$ cat src/rtl/led_pkg.sv
// Shared types and the 7-segment font for the hex scan driver.
// Font layout is {a,b,c,d,e,f,g,dp}, active-high, segment a in the MSB.
package led_pkg;

  localparam int SEG_W = 8;

  localparam logic [SEG_W-1:0] FONT_TBL [16] = '{
    8'hFC, 8'h60, 8'hDA, 8'hF2, 8'h66, 8'hB6, 8'hBE, 8'hE0,
    8'hFE, 8'hF6, 8'hEE, 8'h3E, 8'h1A, 8'h7A, 8'h9E, 8'h8E
  };

  typedef enum logic {
    IDLE = 1'b0,
    SCAN = 1'b1
  } scan_state_t;

  function automatic logic [SEG_W-1:0] hex_font(input logic [3:0] nibble, input logic dp);
    return FONT_TBL[nibble] | {{(SEG_W-1){1'b0}}, dp};
  endfunction

endpackage

$ cat src/rtl/led_hex_font.sv
// Combinational nibble + decimal point to 7-segment pattern; zero latency, no flow control.
module led_hex_font
  import led_pkg::*;
(
  input  logic [3:0]       nibble,
  input  logic             dp,
  output logic [SEG_W-1:0] seg
);

  assign seg = hex_font(nibble, dp);

endmodule

$ cat src/rtl/led_scan_driver.sv
// Multiplexed N-digit hex display driver; new values apply only at frame wrap, outputs registered (1 cycle), no backpressure.
// Optional leading-zero blanking is enabled by defining LED_ZERO_SUPPRESS_EN.
module led_scan_driver
  import led_pkg::*;
#(
  parameter int NUM_DIGITS = 4,
  parameter int SCAN_DIV   = 1000
)
(
  input  logic                        clk,
  input  logic                        rst,
  input  logic [4*NUM_DIGITS-1:0]     value,
  input  logic [NUM_DIGITS-1:0]       dp,
  input  logic                        load,
  input  logic                        blank,
  output logic [SEG_W-1:0]            seg_out,
  output logic [NUM_DIGITS-1:0]       digit_sel,
  output logic [SEG_W*NUM_DIGITS-1:0] par_out,
  output logic                        frame_tick
);

  localparam int PRE_W = (SCAN_DIV > 1) ? $clog2(SCAN_DIV) : 1;
  localparam int IDX_W = (NUM_DIGITS > 1) ? $clog2(NUM_DIGITS) : 1;
  localparam logic [PRE_W-1:0] PRE_LAST = PRE_W'(SCAN_DIV - 1);
  localparam logic [IDX_W-1:0] IDX_LAST = IDX_W'(NUM_DIGITS - 1);

  scan_state_t                 state_q, state_d;
  logic [PRE_W-1:0]            pre_q;
  logic [IDX_W-1:0]            idx_q;
  logic [4*NUM_DIGITS-1:0]     hold_val, shadow_val;
  logic [NUM_DIGITS-1:0]       hold_dp, shadow_dp;
  logic                        pending_q;

  logic                        pre_term, wrap, xfer;
  logic [NUM_DIGITS-1:0]       supp;
  logic [3:0]                  cur_nib;
  logic                        cur_dp, cur_sup;
  logic [NUM_DIGITS-1:0]       sel_d;
  logic [SEG_W-1:0]            scan_font, scan_seg;
  logic [SEG_W*NUM_DIGITS-1:0] par_d;

  assign pre_term   = (pre_q == PRE_LAST);
  assign wrap       = (state_q == SCAN) && pre_term && (idx_q == IDX_LAST);
  assign frame_tick = wrap;

  // A load arriving on the transfer cycle bypasses hold and lands in shadow directly.
  always_comb begin
    state_d = state_q;
    xfer    = 1'b0;
    case (state_q)
      IDLE: begin
        if (load || pending_q) begin
          state_d = SCAN;
          xfer    = 1'b1;
        end
      end
      SCAN:    xfer    = wrap && (load || pending_q);
      default: state_d = IDLE;
    endcase
  end

`ifdef LED_ZERO_SUPPRESS_EN
  logic lead_zero;

  always_comb begin
    supp      = '0;
    lead_zero = 1'b1;
    for (int i = NUM_DIGITS - 1; i >= 1; i--) begin
      lead_zero = lead_zero && (shadow_val[4*i +: 4] == 4'h0);
      supp[i]   = lead_zero;
    end
  end
`else
  assign supp = '0;
`endif

  always_comb begin
    cur_nib = '0;
    cur_dp  = 1'b0;
    cur_sup = 1'b0;
    sel_d   = '0;
    for (int i = 0; i < NUM_DIGITS; i++) begin
      if (idx_q == IDX_W'(i)) begin
        cur_nib  = shadow_val[4*i +: 4];
        cur_dp   = shadow_dp[i];
        cur_sup  = supp[i];
        sel_d[i] = 1'b1;
      end
    end
  end

  led_hex_font u_scan_font (
    .nibble (cur_nib),
    .dp     (cur_dp),
    .seg    (scan_font)
  );

  assign scan_seg = cur_sup ? {{(SEG_W-1){1'b0}}, cur_dp} : scan_font;

  for (genvar g = 0; g < NUM_DIGITS; g++) begin : g_par
    logic [SEG_W-1:0] font_g;

    led_hex_font u_font (
      .nibble (shadow_val[4*g +: 4]),
      .dp     (shadow_dp[g]),
      .seg    (font_g)
    );

    assign par_d[SEG_W*g +: SEG_W] = supp[g] ? {{(SEG_W-1){1'b0}}, shadow_dp[g]} : font_g;
  end

  always_ff @(posedge clk) begin
    if (rst) begin
      state_q    <= IDLE;
      pre_q      <= '0;
      idx_q      <= '0;
      hold_val   <= '0;
      hold_dp    <= '0;
      shadow_val <= '0;
      shadow_dp  <= '0;
      pending_q  <= 1'b0;
      seg_out    <= '0;
      digit_sel  <= '0;
      par_out    <= '0;
    end else begin
      state_q <= state_d;

      if (state_q == SCAN) begin
        if (pre_term) begin
          pre_q <= '0;
          idx_q <= (idx_q == IDX_LAST) ? '0 : idx_q + 1'b1;
        end else begin
          pre_q <= pre_q + 1'b1;
        end
      end

      if (load) begin
        hold_val <= value;
        hold_dp  <= dp;
      end

      if (xfer) begin
        pending_q  <= 1'b0;
        shadow_val <= load ? value : hold_val;
        shadow_dp  <= load ? dp    : hold_dp;
      end else if (load) begin
        pending_q  <= 1'b1;
      end

      // Blank only gates the scan bus; counters and transfers keep running.
      if ((state_q == SCAN) && !blank) begin
        seg_out   <= scan_seg;
        digit_sel <= sel_d;
      end else begin
        seg_out   <= '0;
        digit_sel <= '0;
      end

      par_out <= (state_q == SCAN) ? par_d : '0;
    end
  end

endmodule

$ cat config.mk
export PLATFORM = sky130hd
export DESIGN_NAME = led_scan_driver
export DESIGN_NICKNAME = d
export VERILOG_FILES = /design/src/rtl/led_pkg.sv /design/src/rtl/led_hex_font.sv /design/src/rtl/led_scan_driver.sv
export SDC_FILE = /design/constraint.sdc
export NUM_CORES = 1
export LEC_CHECK = 0
export CORE_MARGIN = 2
export CORE_UTILIZATION = 39
export DETAILED_ROUTE_END_ITERATION = 10
export GPL_ROUTABILITY_DRIVEN = 0
export PLACE_DENSITY = 0.66
export SKIP_CTS_REPAIR_TIMING = 1
export SYNTH_ARGS = -nofsm -noshare
export SYNTH_HDL_FRONTEND = slang
export SYNTH_SLANG_ARGS = --single-unit
$ cat constraint.sdc
create_clock -name clk -period 6.3 [get_ports clk]
set_clock_uncertainty 0.1 [all_clocks]
set_input_delay 0.945 -clock clk [delete_from_list [all_inputs] [get_ports clk]]
set_output_delay 0.945 -clock clk [all_outputs]
set_load 0.01 [all_outputs]
## After elaboration in Yosys (flattened, before gate mapping)

Memories as Yosys holds them, arrays and structs flattened.
Index checks and enable logic that the tools add are counted.

- Bits in registers: 98
- Latch bits: 0
- Bits in writable memories: 0
- Bits in read-only memories: 640
- Output and inout port bits: 45
- Word-level logic and storage cells: 79
- Memories: 5

- Add/sub/neg operators: 2
- Multipliers: 0
- Div/mod/pow operators: 0
- Order comparisons: 5
- Equal/unequal tests: 4
- Shifts and indexed selects: 0
- Multiplexer cells: 29
- Bitwise gates (word level): 12
- Reduce and logical (&&, ||, !) cells: 11

Memories:

| memory | depth | bits a word | read ports | clocked after memory_dff | wr ports | RTL line | source |
|---|---|---|---|---|---|---|---|
| (name not given) | 16 | 8 | 1 | 0 | 0 | led_pkg.sv:18 | `return FONT_TBL[nibble] \| {{(SEG_W-1){1'b0}}, dp};` |
| (name not given) | 16 | 8 | 1 | 0 | 0 | led_pkg.sv:18 |  |
| (name not given) | 16 | 8 | 1 | 0 | 0 | led_pkg.sv:18 |  |
| (name not given) | 16 | 8 | 1 | 0 | 0 | led_pkg.sv:18 |  |
| (name not given) | 16 | 8 | 1 | 0 | 0 | led_pkg.sv:18 |  |

Operators by type and width:

| cell | count |
|---|---|
| $mux 8 | 10 |
| $or 8x1->8 | 5 |
| $ge 5x5->1 const B | 5 |
| $not 4->5 | 5 |
| $mux 4 | 5 |
| $mux 16 | 1 |
| $add 10x1->10 const B | 1 |
| $eq 10x10->1 const B | 1 |
| $mux 1 | 10 |
| $mux 10 | 1 |
| $reduce_or 2->1 | 3 |
| $eq 2x2->1 const B | 2 |
| $logic_and 1x1->1 | 4 |
| $add 2x1->2 const B | 1 |
| $eq 2x1->1 const B | 1 |
| $logic_not 2->1 | 1 |
| $mux 2 | 1 |
| $not 1->1 | 2 |
| $pmux 1 s2 | 1 |
| $reduce_and 2->1 | 1 |
| $logic_not 1->1 | 1 |
| $logic_or 1x1->1 | 1 |

## Logic depth before layout (Yosys ltp)

Gate-level depths: netlist of run 1.

- Word-level depth: 10
- Mapped depth: 11

## Modules after synthesis

Synthesis of run 1 repeated with hierarchy kept, for this count alone.

- Cell total of the unflattened synthesis: 496
- Area, all modules: 4,892.2 µm²

By module, submodules not included:

| module | times used | cells each | area an instance (µm²) | seq. area each (µm²) |
|---|---|---|---|---|
| led_scan_driver | 1 | 331 | 3,513.4 | 1,961.9 |
| led_hex_font at g_par[3].u_font ... | 2 | 33 | 276.5 | 0.0 |
| led_hex_font at g_par[1].u_font ... | 2 | 33 | 274.0 | 0.0 |
| led_hex_font at g_par[0].u_font | 1 | 33 | 277.8 | 0.0 |

## Worst setup path after synthesis of run 1

No wires, ideal clock.

- Kind: register to register
- Start point: reg idx_q[0]
- End point: reg seg_out[6]
- Data arrival time: 2,320 ps
- Required time: 6,130 ps
- Setup slack: 3,810 ps
- Stages on the path, launching flop included: 10
- Buffers on the path: 0
- Cells stage by stage: dfxtp_1 -> inv_1 -> ha_1 -> nor2b_1 -> a221o_1 -> a22oi_1 -> inv_1 -> ha_1 -> mux2_2 -> a21oi_1

- Cells in the longest elaborated chain, start to end: 10
- Elaborated cells between the ends (all ways): 13
- Classes of those cells: eq/ne (3); mux (6); bitwise (2); reduce/logical (1); memory (1)

Ends and longest elaborated chain:

| element | RTL line | source |
|---|---|---|
| from (decl) | led_scan_driver.sv:29 | `logic [IDX_W-1:0] idx_q;` |
| from (signal assigned) | led_scan_driver.sv:131 | `idx_q <= (idx_q == IDX_LAST) ? '0 : idx_q + 1'b1;` |
| $logic_not 2->1 | led_scan_driver.sv:83 | `if (idx_q == IDX_W'(i)) begin` |
| $mux 4 (3 in series) | led_scan_driver.sv:83 |  |
| $mux 4 (*) | led_scan_driver.sv:83 |  |
| $not 4->5 (implied by the code) (*) | led_pkg.sv:18 |  |
| $mem_v2 16x8 (*) | n/a |  |
| $mux 8 (implied by the code) (*) (2 in series) | led_pkg.sv:18 |  |
| $or 8x1->8 (*) | led_pkg.sv:18 |  |
| to (signal assigned) | led_scan_driver.sv:152 | `seg_out <= scan_seg;` |
| to (decl) | led_scan_driver.sv:16 | `output logic [SEG_W-1:0] seg_out,` |

Mark *: on every way between the ends. The rest lies on a longest branch, timed or not. The select of a mux whose other input is x is not followed.
A chain may end at the register's enable or synchronous reset.

## Final worst setup path of run 1

- Start point: in rst
- End point: reg seg_out[4]

- Cells in the longest elaborated chain, start to end: 1

Ends and longest elaborated chain:

| element | RTL line | source |
|---|---|---|
| from (decl) | led_scan_driver.sv:11 | `input logic rst,` |
| $reduce_or 2->1 (no source line) | n/a |  |

Every way passes these cells.

==> run_results.csv, run 1 <==
group,metric,value,unit
timing,setup_violations,0,
timing,finalWorstSetupSlack,2940,ps
clocking,cts_made_buffers,9,
clocking,htree_levels,3,
synth,syn_nets,534,
timing,worst_pin_slew,1160,ps
layout,finish.utilization,0.495,
timing,finalHoldViolCount,0,
floorplan,die_w,112,um
clocking,cts.sinks,98,
route,wirelength,9370,um
synth,ys_types,46,
route,drt_first_iter_violations,186,
floorplan,die_h,112,um
global_routing,track_usage,0.148,
critical_path,worstSetupPathType,"input port to flip-flop",
critical_path,critPathTopFamily,"simple AND/OR/NAND/NOR gates",
critical_path,crit_chain,"clkdlybuf4s50_1 > nor2b_1 > nand2b_1 > a211oi_1 > a31oi_1 > o32ai_1",
floorplan,start_util,0.400,
layout,num_antenna_cells,0,
floorplan,num_io_pins,69,
synth,yosys_warnings,0,
hold_path,hold_class,"flip-flop to flip-flop",
power_and_ir_drop,power_leakage,2.24,nW
layout,area_growth,23.6,%
global_routing,grt_pass1_vias,3139,
synth,synth_area,0.00457,sq mm
route,wl_per_cell,13.9,um
placement,pre_cts_ws,2630,ps
critical_path,rrSetupSlack,3330,ps
synth,ys_ff_latch,98,
outcome,status,"complete, no violations",
synth,synthDominantCellAreaShare,0.429,
critical_path,cp.arrival,3500,ps
critical_path,crit_slowest_cell,"nor2b_1",
synth,synth_cells,470,
timing,fin_hold_ws,388,ps
route,firstDrtPassIters,4,
power_and_ir_drop,power.density,253,mW/mm^2
global_routing,antenna_found_initial,0,
clocking,clk_pin_slew,70,ps
global_routing,grt_start_max_net_pins,31,
critical_path,cp.required,6440,ps
layout,nNetsFinal,589,
clocking,cts_root_buf,"clkbuf_16",
floorplan,core-area,0.0114,sq mm
timing,min_period,3360,ps
timing,fmax,298,MHz
critical_path,crit_buf_inv,1,
route,ant_nets,0,
clocking,clock_latency,340,ps
route,via_per_inst,5.04,
timing,period_share,0.533,
global_routing,grt_first_pass_wirelength,15100,um
placement,place_hpwl,6710,um
route,via_count,3393,
floorplan,die_area,0.0126,sq mm
timing,finalSetupTns,0,ps
synth,synthTopCellsByArea,"dfxtp_1, ha_1, nor2_1",
timing,slew_violations,0,
global_routing,overflow,0,
critical_path,cp-end-kind,"flip-flop",
clocking,cts_tree,"yes",
floorplan,rows,39,
synth,yosys.area.top_type,"dfxtp_1",
placement,port_buffers,68,
timing,slew_headroom,0.229,
synth,synth_edf_count,0,
synth,seq_area_frac_synth,0.429,
route,drc,0,
clocking,clockBufferDepth,2,
timing,rsz0062_at_grt,"no",
power_and_ir_drop,p_total,1.43,mW
critical_path,max_stage_delay,950,ps
critical_path,start_kind,"input port",
synth,synth_flop_cell,"dfxtp_1",
critical_path,worstPathMaxFanout,19,
synth,ys_async_sr_fraction,0,
flow_run,maxCapViolations,0,
layout,drive_above_1_share,0.0962,
power_and_ir_drop,peakVddDrop,0.134,mV
synth,avgSynthCellArea,9.73,sq um
==> layer usage <==
layer | vias to the layer above | GRT usage | part of all wire
met2 | 79 | 0.240 | 0.48
li1 | 1702 | - | -
met3 | 17 | 0.0243 | 0.038
met5 | - | 0 | 0
met4 | 0 | 0.0789 | 0.026
met1 | 1595 | 0.191 | 0.46
==> power breakdown <==
part	internal [mW]	leakage [nW]	switching [mW]
combinational	0.0919	1.28	0.0801
clock	0.351	0.154	0.227
sequential	0.651	0.802	0.0268
==> cells in the final DEF (no fill, tap or decap), types with 2 or more instances in the layout <==
| master | netlist | layout |
|---|---|---|
| nand4_1 | 3 | 3 |
| ha_1 | 40 | 40 |
| and2_1 | 8 | 8 |
| o21ai_0 | 10 | 10 |
| o31ai_1 | 4 | 4 |
| nor2b_1 | 20 | 20 |
| a21oi_1 | 22 | 22 |
| nand3_1 | 6 | 6 |
| xor2_1 | 4 | 4 |
| inv_1 | 17 | 17 |
| o32ai_1 | 4 | 4 |
| mux2i_1 | 26 | 26 |
| nand2b_1 | 6 | 6 |
| mux4_2 | 6 | 6 |
| clkdlybuf4s50_1 | 0 | 68 |
| clkinvlp_4 | 0 | 2 |
| mux2_2 | 23 | 23 |
| nor3b_1 | 2 | 2 |
| dfxtp_1 | 98 | 98 |
| buf_4 | 0 | 2 |
| xnor2_1 | 5 | 5 |
| clkbuf_16 | 0 | 9 |
| nor3_1 | 5 | 5 |
| nor2_1 | 77 | 77 |
| a211oi_1 | 8 | 8 |
| or3_1 | 3 | 3 |
| nand2_1 | 25 | 25 |
| a221o_1 | 2 | 2 |
| clkbuf_8 | 0 | 4 |
| nand3b_1 | 2 | 2 |
| a31oi_1 | 2 | 2 |
==> cell families after synthesis <==
kind of cell	after synthesis	share of synthesized area
and+or+nand+nor	162	0.167
DFF	98	0.429
AOI/OAI and AO/OA	62	0.0911
muxes	56	0.146
buffers and inverters	43	0.0405
adders and majority gates	40	0.109
xor gates and xnor gates	9	0.0172
==> cell usage after synthesis (2+ instances only) <==
master    count
a211oi_1      8
a21oi_1      22
a221o_1       2
a31oi_1       2
and2_1        8
buf_1         3
buf_2         7
buf_6         2
clkbuf_1     14
dfxtp_1      98
ha_1         40
inv_1        17
mux2_2       23
mux2i_1      26
mux4_2        6
nand2_1      25
nand2b_1      6
nand3_1       6
nand3b_1      2
nand4_1       3
nor2_1       77
nor2b_1      20
nor3_1        5
nor3b_1       2
o21ai_0      10
o31ai_1       4
o32ai_1       4
or3_1         3
xnor2_1       5
xor2_1        4
==> state kept, by name (all words and copies together) (netlist names) <==
name,cells
idx_q,2
shadow_dp,4
seg_out,8
digit_sel,4
hold_val,16
pending_q,1
shadow_val,16
state_q,1
pre_q,10
par_out,32
hold_dp,4
==> per-stage QoR <==
step,instance area [sq um],cells
final,5650,673
after global routing,5650,673
after CTS,5650,673
after detailed placement,5330,657
after global placement,5330,657
after floorplan,4570,470
==> worst min-delay path, cell delays in order, from the launching register on <==
cell and delay (ps):
dfxtp_1 330, nor3_1 50, nor2_1 70
==> area by class of cell <==
| class | count | area [sq um] |
|---|---|---|
| fillers | 1059 | 5770 |
| inverters | 17 | 63.8 |
| clock buffers | 13 | 280 |
| clock inverters | 3 | 45.0 |
| flip-flops and latches | 98 | 1960 |
| repair buffers | 70 | 696 |
| well taps | 143 | 179 |
| multi-input cells | 329 | 2420 |
==> path summary, 6_finish.rpt <==
check                           startpoint    endpoint  depth (start not counted)
worst max-delay path                   rst  seg_out[4]                          6
worst min register to register   pending_q     state_q                          2
worst max register to register    idx_q[0]  seg_out[6]                          9
worst min-delay path             pending_q     state_q                          2
(Power assumes the default switching activity.)
==> inputs of run 2 (changes only) <==
--- a/config.mk
+++ b/config.mk
@@ -9,7 +9,7 @@
 export CORE_UTILIZATION = 39
 export DETAILED_ROUTE_END_ITERATION = 10
 export GPL_ROUTABILITY_DRIVEN = 0
-export PLACE_DENSITY = 0.66
+export PLACE_DENSITY = 0.68
 export SKIP_CTS_REPAIR_TIMING = 1
 export SYNTH_ARGS = -nofsm -noshare
 export SYNTH_HDL_FRONTEND = slang
==> constraint.sdc (replaced) <==
create_clock -name clk -period 3 [get_ports clk]
set_clock_uncertainty 0.1 [all_clocks]
set_input_delay 0.45 -clock clk [delete_from_list [all_inputs] [get_ports clk]]
set_output_delay 0.45 -clock clk [all_outputs]
set_load 0.01 [all_outputs]
==> run_results.csv, run 2 (synthesis results as in run 1) <==
group,metric,value,unit
layout,reg_top3,"par_out (32), hold_val (16), shadow_val (16)",
global_routing,track_usage,0.153,
route,wl_per_cell,13.9,um
power_and_ir_drop,power_frac_comb,0.129,
timing,finalHoldViolCount,0,
layout,multi_input_area,0.00242,sq mm
placement,place_hpwl,6750,um
placement,port_buffers,68,
critical_path,critPathTopFamily,"buffers and inverters",
critical_path,start_kind,"flip-flop",
floorplan,num_io_pins,69,
floorplan,core-area,0.0114,sq mm
route,via_per_inst,4.98,
global_routing,antenna_found_initial,0,
layout,mostFrequentLayoutCells,"dfxtp_1, nor2_1, clkdlybuf4s50_1, ha_1, mux2i_1",
critical_path,cp.arrival,2130,ps
timing,slew_headroom,0.655,
hold_path,hold_class,"flip-flop to flip-flop",
critical_path,cp-end-kind,"primary output",
layout,nNetsFinal,595,
flow_run,maxCapViolations,0,
timing,setup_violations,0,
critical_path,worstPathMaxFanout,10,
floorplan,rows,39,
timing,min_period,2680,ps
critical_path,max_stage_delay,550,ps
route,firstDrtPassIters,4,
timing,worst_pin_slew,515,ps
clocking,clock_latency,340,ps
timing,rsz0062_at_grt,"no",
floorplan,die_area,0.0126,sq mm
clocking,htree_levels,3,
timing,fmax,373,MHz
global_routing,grt_start_max_net_pins,31,
route,ant_nets,0,
critical_path,crit_chain,"nand3_1 > nor3_2 > nand2_1 > inv_1 > clkdlybuf4s50_1",
global_routing,grt_pass1_vias,3237,
floorplan,die_w,112,um
clocking,cts_tree,"yes",
power_and_ir_drop,p_total,2.84,mW
outcome,status,"complete, no violations",
global_routing,overflow,0,
layout,top_register,"par_out",
power_and_ir_drop,power_leakage,2.24,nW
critical_path,r2r.worst_path.cells,11,
clocking,cts.sinks,98,
timing,finalSetupTns,0,ps
clocking,cts_made_buffers,9,
route,via_count,3381,
clocking,clk_pin_slew,60,ps
critical_path,crit_slowest_cell,"clkdlybuf4s50_1",
global_routing,grt_first_pass_wirelength,15600,um
layout,fillers,1058,
critical_path,worstSetupPathDepth,5,
clocking,cts_root_buf,"clkbuf_16",
power_and_ir_drop,switching_share,0.242,
floorplan,start_util,0.400,
route,drt_first_iter_violations,141,
power_and_ir_drop,p_sw,0.687,mW
power_and_ir_drop,power.density,503,mW/mm^2
layout,largest_register_ffs,32,
hold_path,hold_depth,2,
layout,drive_above_1_share,0.0989,
power_and_ir_drop,clkPwrFrac,0.368,
timing,slew_violations,0,
power_and_ir_drop,pwr-share-seq,0.502,
layout,mostFrequentLayoutCell,"dfxtp_1",
floorplan,die_h,112,um
layout,area_growth,23.3,%
critical_path,cp.required,2450,ps
power_and_ir_drop,peakVddDrop,0.238,mV
critical_path,crit_buf_inv,2,
timing,period_share,0.895,
layout,register_area,0.00196,sq mm
route,drc,0,
layout,num_antenna_cells,0,
route,wirelength,9420,um
clocking,clockBufferDepth,2,
power_and_ir_drop,intPower,2.15,mW
critical_path,worstSetupPathType,"flip-flop to primary output",
## run 2: changes by cell type in the layout (fill, tap and decap cells not counted)
cell | before | now
bufinv_16 | 1 | 0
clkbuf_8 | 4 | 1
clkinvlp_4 | 2 | 1
clkbuf_1 | 0 | 4
clkinv_2 | 0 | 1
buf_4 | 2 | 8
## run 2: final timing paths
| check | endpoint | startpoint | slack, ps |
|---|---|---|---|
| setup reg to reg | seg_out[4] | idx_q[0] | 480 |
| hold reg to reg | hold_val[7] | hold_val[7] | 400 |
| setup / recovery | frame_tick | state_q | 320 |
| hold / removal | hold_val[7] | hold_val[7] | 400 |
## run 2: worst min-delay path: cells and delay by family (launching register included)
kind             cells  cell delay (ps)
multiplexers         1               60
flip-flops           1              300
AND/OR/NAND/NOR      1              100
## run 2: area by class of cell
| cell class | instances | area share |
|---|---|---|
| clock buffer | 14 | 0.0451 |
| clock inverter | 2 | 0.00222 |
| inverter | 17 | 0.0113 |
| multi-input combinational | 329 | 0.430 |
| sequential | 98 | 0.348 |
| tap | 143 | 0.0317 |
| timing repair buffer | 76 | 0.131 |
## run 2: power by group through the flow
stage / Clock [mW] / Sequential, mW / Combinational, mW
global route: 1.12 / 1.43 / 0.406
CTS: 1.07 / 1.43 / 0.369
global placement: 0 / 1.45 / 0.360
detailed placement: 0 / 1.46 / 0.367
floorplan: 0 / 1.44 / 0.232
finish: 1.05 / 1.43 / 0.367
## run 2: stage by stage
| step | utilization | setup slack [ps] | instance area, sq um | hold slack (ps) | instances |
|---|---|---|---|---|---|
| final | 0.494 | 316 | 5640 | 401 | 679 |
| after global routing | 0.494 | 141 | 5640 | 419 | 679 |
| after CTS | 0.494 | 297 | 5640 | 404 | 679 |
| after detailed placement | 0.470 | 532 | 5370 | 380 | 663 |
| after global placement | 0.470 | 641 | 5370 | 362 | 663 |
| after floorplan | - | 510 | 4570 | 337 | 470 |
## run 2: routing by layer
metal | GRT usage | vias to the layer above | share of wire | wire, um
li1 | - | 1716 | - | -
met1 | 0.193 | 1600 | 0.47 | 4460
met2 | 0.255 | 50 | 0.47 | 4460
met3 | 0.0346 | 15 | 0.035 | 330
met4 | 0.0626 | 0 | 0.018 | 171
met5 | 0 | - | 0 | 0
